$ cat config.mk
export PLATFORM = sky130hd
export DESIGN_NAME = bnn_accumulation_stream_flat
export DESIGN_NICKNAME = d
export VERILOG_FILES = /design/src/rtl/bnn_accumulation_stream_if.sv /design/src/rtl/bnn_accumulation_stream.sv /design/src/flat_wrapper.sv
export SDC_FILE = /design/constraint.sdc
export NUM_CORES = 1
export LEC_CHECK = 0
export BUFFER_PORTS_ARGS = -buffer_cell sky130_fd_sc_hd__buf_2
export CORE_MARGIN = 2
export CORE_UTILIZATION = 45
export DETAILED_ROUTE_END_ITERATION = 8
export HOLD_SLACK_MARGIN = 0.1
export SLEW_MARGIN = 25
export SYNTH_ARGS = -nofsm -noshare
export SYNTH_HDL_FRONTEND = slang
export SYNTH_SLANG_ARGS = --single-unit
$ cat constraint.sdc
create_clock -name clk_i -period 21.6 [get_ports clk_i]
set_input_delay 1.08 -clock clk_i [delete_from_list [all_inputs] [get_ports clk_i]]
set_output_delay 1.08 -clock clk_i [all_outputs]
set_load 0.02 [all_outputs]
$ cat src/rtl/bnn_accumulation_stream_if.sv
// rtl/bnn_accumulation_stream_if.sv - beat input, result output and control bundle for the BNN accumulator
interface bnn_accumulation_stream_if #(
  parameter int OUT_CH  = 4,
  parameter int CHUNK   = 16,
  parameter int OUT_BIT = 2,
  parameter int ACC_W   = 12
);

  logic                             clear_i;
  logic                             mode_i;
  logic [OUT_CH-1:0][ACC_W-1:0]     bias_i;
  logic                             in_valid_i;
  logic                             in_ready_o;
  logic [OUT_CH-1:0][CHUNK-1:0]     xnor_i;
  logic                             out_valid_o;
  logic                             out_ready_i;
  logic [OUT_CH-1:0][OUT_BIT-1:0]   result_o;
  logic [OUT_CH-1:0]                sat_o;

  // Upstream XNOR array / downstream buffer side
  modport master (
    output clear_i, mode_i, bias_i, in_valid_i, xnor_i, out_ready_i,
    input  in_ready_o, out_valid_o, result_o, sat_o
  );

  // Accumulator side
  modport slave (
    input  clear_i, mode_i, bias_i, in_valid_i, xnor_i, out_ready_i,
    output in_ready_o, out_valid_o, result_o, sat_o
  );

endinterface

$ cat src/rtl/bnn_accumulation_stream.sv
// rtl/bnn_accumulation_stream.sv - multi-channel streaming XNOR popcount accumulator with saturate/sign output
module bnn_accumulation_stream #(
  parameter int IN_CNT  = 784,
  parameter int CHUNK   = 16,
  parameter int OUT_CH  = 4,
  parameter int OUT_BIT = 2,
  parameter int ACC_W   = $clog2(IN_CNT) + 2
) (
  input logic                    clk_i,
  input logic                    rst_ni,
  bnn_accumulation_stream_if.slave bus
);

  localparam int BEATS  = (IN_CNT + CHUNK - 1) / CHUNK;
  localparam int LAST_N = IN_CNT - (BEATS - 1) * CHUNK;
  localparam int CNT_W  = (BEATS > 1) ? $clog2(BEATS) : 1;

  localparam logic [CNT_W-1:0] CNT_LAST = CNT_W'(BEATS - 1);
  localparam logic             ONE_BEAT = (BEATS == 1);

  localparam logic signed [ACC_W-1:0] SAT_MAX = ACC_W'((1 <<< (OUT_BIT - 1)) - 1);
  localparam logic signed [ACC_W-1:0] SAT_MIN = ACC_W'(-(1 <<< (OUT_BIT - 1)));
  localparam logic signed [ACC_W-1:0] ACC_P1  = ACC_W'(1);
  localparam logic signed [ACC_W-1:0] ACC_M1  = ACC_W'(-1);

  localparam logic [1:0] ST_IDLE  = 2'd0;
  localparam logic [1:0] ST_ACCUM = 2'd1;
  localparam logic [1:0] ST_HOLD  = 2'd2;

  logic [1:0]                     state_q;
  logic [CNT_W-1:0]               cnt_q;
  logic                           mode_q;
  logic signed [ACC_W-1:0]        acc_q   [OUT_CH];
  logic [OUT_CH-1:0][OUT_BIT-1:0] result_q;
  logic [OUT_CH-1:0]              sat_q;

  logic                           in_ready;
  logic                           accept;
  logic                           first_beat;
  logic                           last_beat;
  logic                           mode_eff;
  logic signed [ACC_W-1:0]        contrib [OUT_CH];
  logic signed [ACC_W-1:0]        acc_d   [OUT_CH];
  logic [OUT_CH-1:0][OUT_BIT-1:0] result_d;
  logic [OUT_CH-1:0]              sat_d;

  // Handshake: a held result only frees the input once downstream takes it; clear blocks everything
  always_comb begin
    in_ready   = !bus.clear_i && ((state_q != ST_HOLD) || bus.out_ready_i);
    accept     = bus.in_valid_i && in_ready;
    // Both IDLE and HOLD treat an accepted beat as the start of a new frame
    first_beat = (state_q != ST_ACCUM);
    last_beat  = first_beat ? ONE_BEAT : (cnt_q == CNT_LAST);
    mode_eff   = first_beat ? bus.mode_i : mode_q;
  end

  // Per-channel +/-1 contribution of this beat, next sum, and the activation it would produce
  always_comb begin
    result_d = '0;
    sat_d    = '0;
    for (int c = 0; c < OUT_CH; c++) begin
      contrib[c] = '0;
      for (int i = 0; i < CHUNK; i++) begin
        // Padding bits of the short final beat are ignored entirely
        if (!last_beat || (i < LAST_N)) begin
          contrib[c] = contrib[c] + (bus.xnor_i[c][i] ? ACC_P1 : ACC_M1);
        end
      end
      acc_d[c] = (first_beat ? $signed(bus.bias_i[c]) : acc_q[c]) + contrib[c];
      if (mode_eff) begin
        result_d[c] = acc_d[c][ACC_W-1] ? {OUT_BIT{1'b1}} : OUT_BIT'(1);
      end else if (acc_d[c] > SAT_MAX) begin
        result_d[c] = SAT_MAX[OUT_BIT-1:0];
        sat_d[c]    = 1'b1;
      end else if (acc_d[c] < SAT_MIN) begin
        result_d[c] = SAT_MIN[OUT_BIT-1:0];
        sat_d[c]    = 1'b1;
      end else begin
        result_d[c] = acc_d[c][OUT_BIT-1:0];
      end
    end
  end

  // Frame sequencing, accumulation and result registration
  always_ff @(posedge clk_i or negedge rst_ni) begin
    if (!rst_ni) begin
      state_q  <= ST_IDLE;
      cnt_q    <= '0;
      mode_q   <= 1'b0;
      result_q <= '0;
      sat_q    <= '0;
      for (int c = 0; c < OUT_CH; c++) acc_q[c] <= '0;
    end else if (bus.clear_i) begin
      state_q  <= ST_IDLE;
      cnt_q    <= '0;
      result_q <= '0;
      sat_q    <= '0;
      for (int c = 0; c < OUT_CH; c++) acc_q[c] <= '0;
    end else if (accept) begin
      for (int c = 0; c < OUT_CH; c++) acc_q[c] <= acc_d[c];
      if (first_beat) mode_q <= bus.mode_i;
      if (last_beat) begin
        state_q  <= ST_HOLD;
        cnt_q    <= '0;
        result_q <= result_d;
        sat_q    <= sat_d;
      end else begin
        state_q <= ST_ACCUM;
        cnt_q   <= first_beat ? CNT_W'(1) : cnt_q + CNT_W'(1);
      end
    end else if ((state_q == ST_HOLD) && bus.out_ready_i) begin
      state_q <= ST_IDLE;
    end
  end

  assign bus.in_ready_o  = in_ready;
  assign bus.out_valid_o = (state_q == ST_HOLD);
  assign bus.result_o    = result_q;
  assign bus.sat_o       = sat_q;

endmodule
$ cat src/flat_wrapper.sv
// flat-port wrapper written by rule: the top's interface ports become plain ports
module bnn_accumulation_stream_flat 
#(
  parameter int IN_CNT  = 784,
  parameter int CHUNK   = 16,
  parameter int OUT_CH  = 4,
  parameter int OUT_BIT = 2,
  parameter int ACC_W   = $clog2(IN_CNT) + 2
)
  (clk_i, rst_ni, bus_clear_i, bus_mode_i, bus_bias_i, bus_in_valid_i, bus_xnor_i, bus_out_ready_i, bus_in_ready_o, bus_out_valid_o, bus_result_o, bus_sat_o);
  bnn_accumulation_stream_if #(.OUT_CH(OUT_CH), .CHUNK(CHUNK), .OUT_BIT(OUT_BIT), .ACC_W(ACC_W)) bus_i ();
  input logic clk_i;
  input logic rst_ni;
  input wire logic [$bits(bus_i.clear_i)-1:0] bus_clear_i;
  input wire logic [$bits(bus_i.mode_i)-1:0] bus_mode_i;
  input wire logic [$bits(bus_i.bias_i)-1:0] bus_bias_i;
  input wire logic [$bits(bus_i.in_valid_i)-1:0] bus_in_valid_i;
  input wire logic [$bits(bus_i.xnor_i)-1:0] bus_xnor_i;
  input wire logic [$bits(bus_i.out_ready_i)-1:0] bus_out_ready_i;
  output wire logic [$bits(bus_i.in_ready_o)-1:0] bus_in_ready_o;
  output wire logic [$bits(bus_i.out_valid_o)-1:0] bus_out_valid_o;
  output wire logic [$bits(bus_i.result_o)-1:0] bus_result_o;
  output wire logic [$bits(bus_i.sat_o)-1:0] bus_sat_o;
  assign bus_i.clear_i = bus_clear_i;
  assign bus_i.mode_i = bus_mode_i;
  assign bus_i.bias_i = bus_bias_i;
  assign bus_i.in_valid_i = bus_in_valid_i;
  assign bus_i.xnor_i = bus_xnor_i;
  assign bus_i.out_ready_i = bus_out_ready_i;
  assign bus_in_ready_o = bus_i.in_ready_o;
  assign bus_out_valid_o = bus_i.out_valid_o;
  assign bus_result_o = bus_i.result_o;
  assign bus_sat_o = bus_i.sat_o;
  bnn_accumulation_stream #(.IN_CNT(IN_CNT), .CHUNK(CHUNK), .OUT_CH(OUT_CH), .OUT_BIT(OUT_BIT), .ACC_W(ACC_W)) u_core (.clk_i(clk_i), .rst_ni(rst_ni), .bus(bus_i));
endmodule
==> impl_metrics.tcl <==
set metrics [dict create \
    synth-seq-cells 69 \
    dpl.hpwl_um 27300 \
    status "finished clean" \
    finalSetupViolCount 0 \
    cp-end-kind "flop" \
    critPathKind "reg2reg" \
    cts.path.max_buffers 2 \
    syn_nets 2027 \
    area_growth_pct 9.85 \
    fmax_mhz 138 \
    drt-total-wl_um 31500 \
    clkSinkCount 69 \
    final.min_clock_period_ps 7230 \
    grt_max_degree 70 \
    synth_ff_type "dfrtp_1" \
    cts_resized 0 \
    io-pin-count 132 \
    fin_skew_ps 7.94 \
    met3WireLength_um 1210 \
    setup_tns_ps 0 \
    wl_met1_um 14400 \
    dr_wl_met2_um 15500 \
    cap_violations 0 \
    fillers 3033 \
    arrival_ps 7490 \
    top_layer_used "met4" \
    routed_via_density 4.92 \
    drc 0 \
    die_h_um 183 \
    antenna_cells 0 \
    syn_area_um2 14300 \
    root_buffer "clkbuf_16" \
    track_usage 0.202 \
    io_buffers 131 \
    drive_above_1_share 0.101 \
    synthCells 1507 \
    max_slew_margin 0.399 \
    gp_congestion 0.868 \
    synth.distinct_cells 64 \
    multi_input_area_um2 10900 \
    worst_ep_required_time_ps 21860 \
    hold_ws_ps 470 \
    period_share 0.335 \
    wl_per_cell_um 15.5 \
    die_x_um 183 \
    worst_setup_path_start_kind "flop" \
    drt-pass1-iter-count 4 \
    worst_slack_ps 14370 \
    antenna_found_initial 0 \
    numCtsBuffers 9 \
    register_area_um2 1730 \
    critPathMaxFanout 23 \
    overflow 0 \
    worstMarginPinSlew_ps 896 \
    grt_pass1_wl_um 53300 \
    dr_total_vias 9991 \
    drt_iter0_drc 449 \
    antenna_left 0 \
    synth-edff-count 0 \
    die_area_um2 33300 \
    postCtsHoldBufs 0 \
    start_util 0.456 \
    post_cts_buffers 0 \
    cts_tree "yes" \
    ys_seq_area_frac 0.120 \
    dpl_worst_slack_ps 14270 \
    grt_pass1_vias 10700 \
    htree_num_levels 3 \
    hold_class "reg2reg" \
    final_hold_viol_count 0 \
    drv_slew 0 \
    nets 2142 \
    async_reset_ff_frac 1.00 \
    cts.clk_slew.worst_paths_ps 60 \
    row_count 65 \
    core_region_area_um2 31500 \
    clock_latency_ps 330 \
    rsz0062_at_grt "false" \
    synth_warnings 0 \
    avgSynthCellArea_um2 9.52 \
]
==> Yosys cell counts (6+ instances only) <==
library cell / number / area, µm²
nand2_1: 139 / 522
ha_1: 84 / 1050
clkbuf_1: 27 / 101
nor4_1: 7 / 43.8
a21o_1: 7 / 52.6
o21ai_0: 54 / 270
inv_1: 429 / 1610
nor3_1: 17 / 85.1
nand3_1: 60 / 300
mux2i_1: 28 / 280
dfrtp_1: 69 / 1730
fa_1: 318 / 6370
nor2_1: 27 / 101
o21ai_1: 7 / 35.0
nand2b_1: 6 / 37.5
nand4_1: 9 / 56.3
xor2_1: 21 / 184
and3_1: 9 / 56.3
o211ai_1: 9 / 67.6
xnor2_1: 59 / 517
a21oi_1: 36 / 180
==> path summary, 6_finish.rpt <==
check                               startpoint                endpoint  slack, ps  cells past startpoint
max in group asynchronous               rst_ni        u_core.acc_q[32]      20310                      2
hold reg to reg            u_core.bus.sat_o[0]     u_core.bus.sat_o[0]        470                      1
setup / recovery             u_core.state_q[1]  u_core.bus.result_o[2]      14370                     23
hold / removal             u_core.bus.sat_o[0]     u_core.bus.sat_o[0]        470                      1
min in group asynchronous               rst_ni         u_core.acc_q[1]        720                      1
setup reg to reg             u_core.state_q[1]  u_core.bus.result_o[2]      14370                     23
==> state kept, by name, indices dropped and copies added (netlist names) <==
| register | flops |
|---|---|
| u_core.mode_q | 1 |
| u_core.acc_q | 48 |
| u_core.bus.result_o | 8 |
| u_core.state_q | 2 |
| u_core.bus.sat_o | 4 |
| u_core.cnt_q | 6 |
==> final cells by class <==
type / instances / share of cell area
repair buffers: 137 / 0.0454
clock buffers: 13 / 0.0165
inverters: 429 / 0.102
clock inverters: 3 / 0.00429
flip-flops and latches: 69 / 0.110
well taps: 402 / 0.0319
multi-input cells: 976 / 0.690
==> layout by cell type (no fill, tap or decap), drive strengths merged, types with 3 or more instances in the layout <==
cell	instances
inv	427
clkbuf	13
o21ai	61
a21o	7
o31ai	5
nand2	139
nand2b	6
xor2	21
a21oi	36
nand3	60
a22o	3
nand4b	3
o21bai	5
o41ai	3
or4	3
nor2b	4
nand4	9
a31oi	5
mux2i	28
fa	318
nor2	27
ha	84
or3	5
and2	5
buf	137
and3	10
o211ai	10
dfrtp	69
o21a	5
xnor2	59
a311oi	3
nor4	7
a211oi	4
nor3	17
==> critical path: stages (launching register included) <==
cell and delay (ps):
dfrtp_1 440, nand2b_2 490, buf_4 430, nand2_1 90, nand2_1 100, fa_1 440
fa_1 500, fa_1 550, inv_1 60, fa_1 470, inv_1 50, fa_1 470
inv_1 50, fa_1 480, inv_1 40, ha_1 330, a21o_1 240, or3_1 310
o21bai_1 210, xor2_1 130, or4_4 540, or4_1 400, a21oi_1 160, a2bb2oi_1 170
==> per-layer routing <==
metal,up-vias,track usage
met5,-,0
met4,0,0.0394
met3,25,0.0220
met2,177,0.343
met1,5000,0.283
li1,4789,-
==> kinds of logic after synthesis <==
| kind of cell | count (synthesis) | synth area share |
|---|---|---|
| AO/OA/AOI/OAI | 163 | 0.0715 |
| XOR/XNOR | 81 | 0.0504 |
| adder cells (fa/ha/maj) | 402 | 0.517 |
| buffers and inverters | 462 | 0.122 |
| flip-flops | 69 | 0.120 |
| multiplexers | 28 | 0.0195 |
| AND/OR/NAND/NOR | 302 | 0.0986 |
==> stage by stage <==
step	std cells	area, µm²	utilization
finish	2029	15800	0.501
global placement	2012	15400	0.490
detailed placement	2012	15400	0.490
global route	2029	15800	0.501
CTS	2028	15700	0.500
floorplan	1507	14300	-
Power is not shown: default switching activity piles up to over one toggle a cycle in this logic, so the estimate is an artifact.
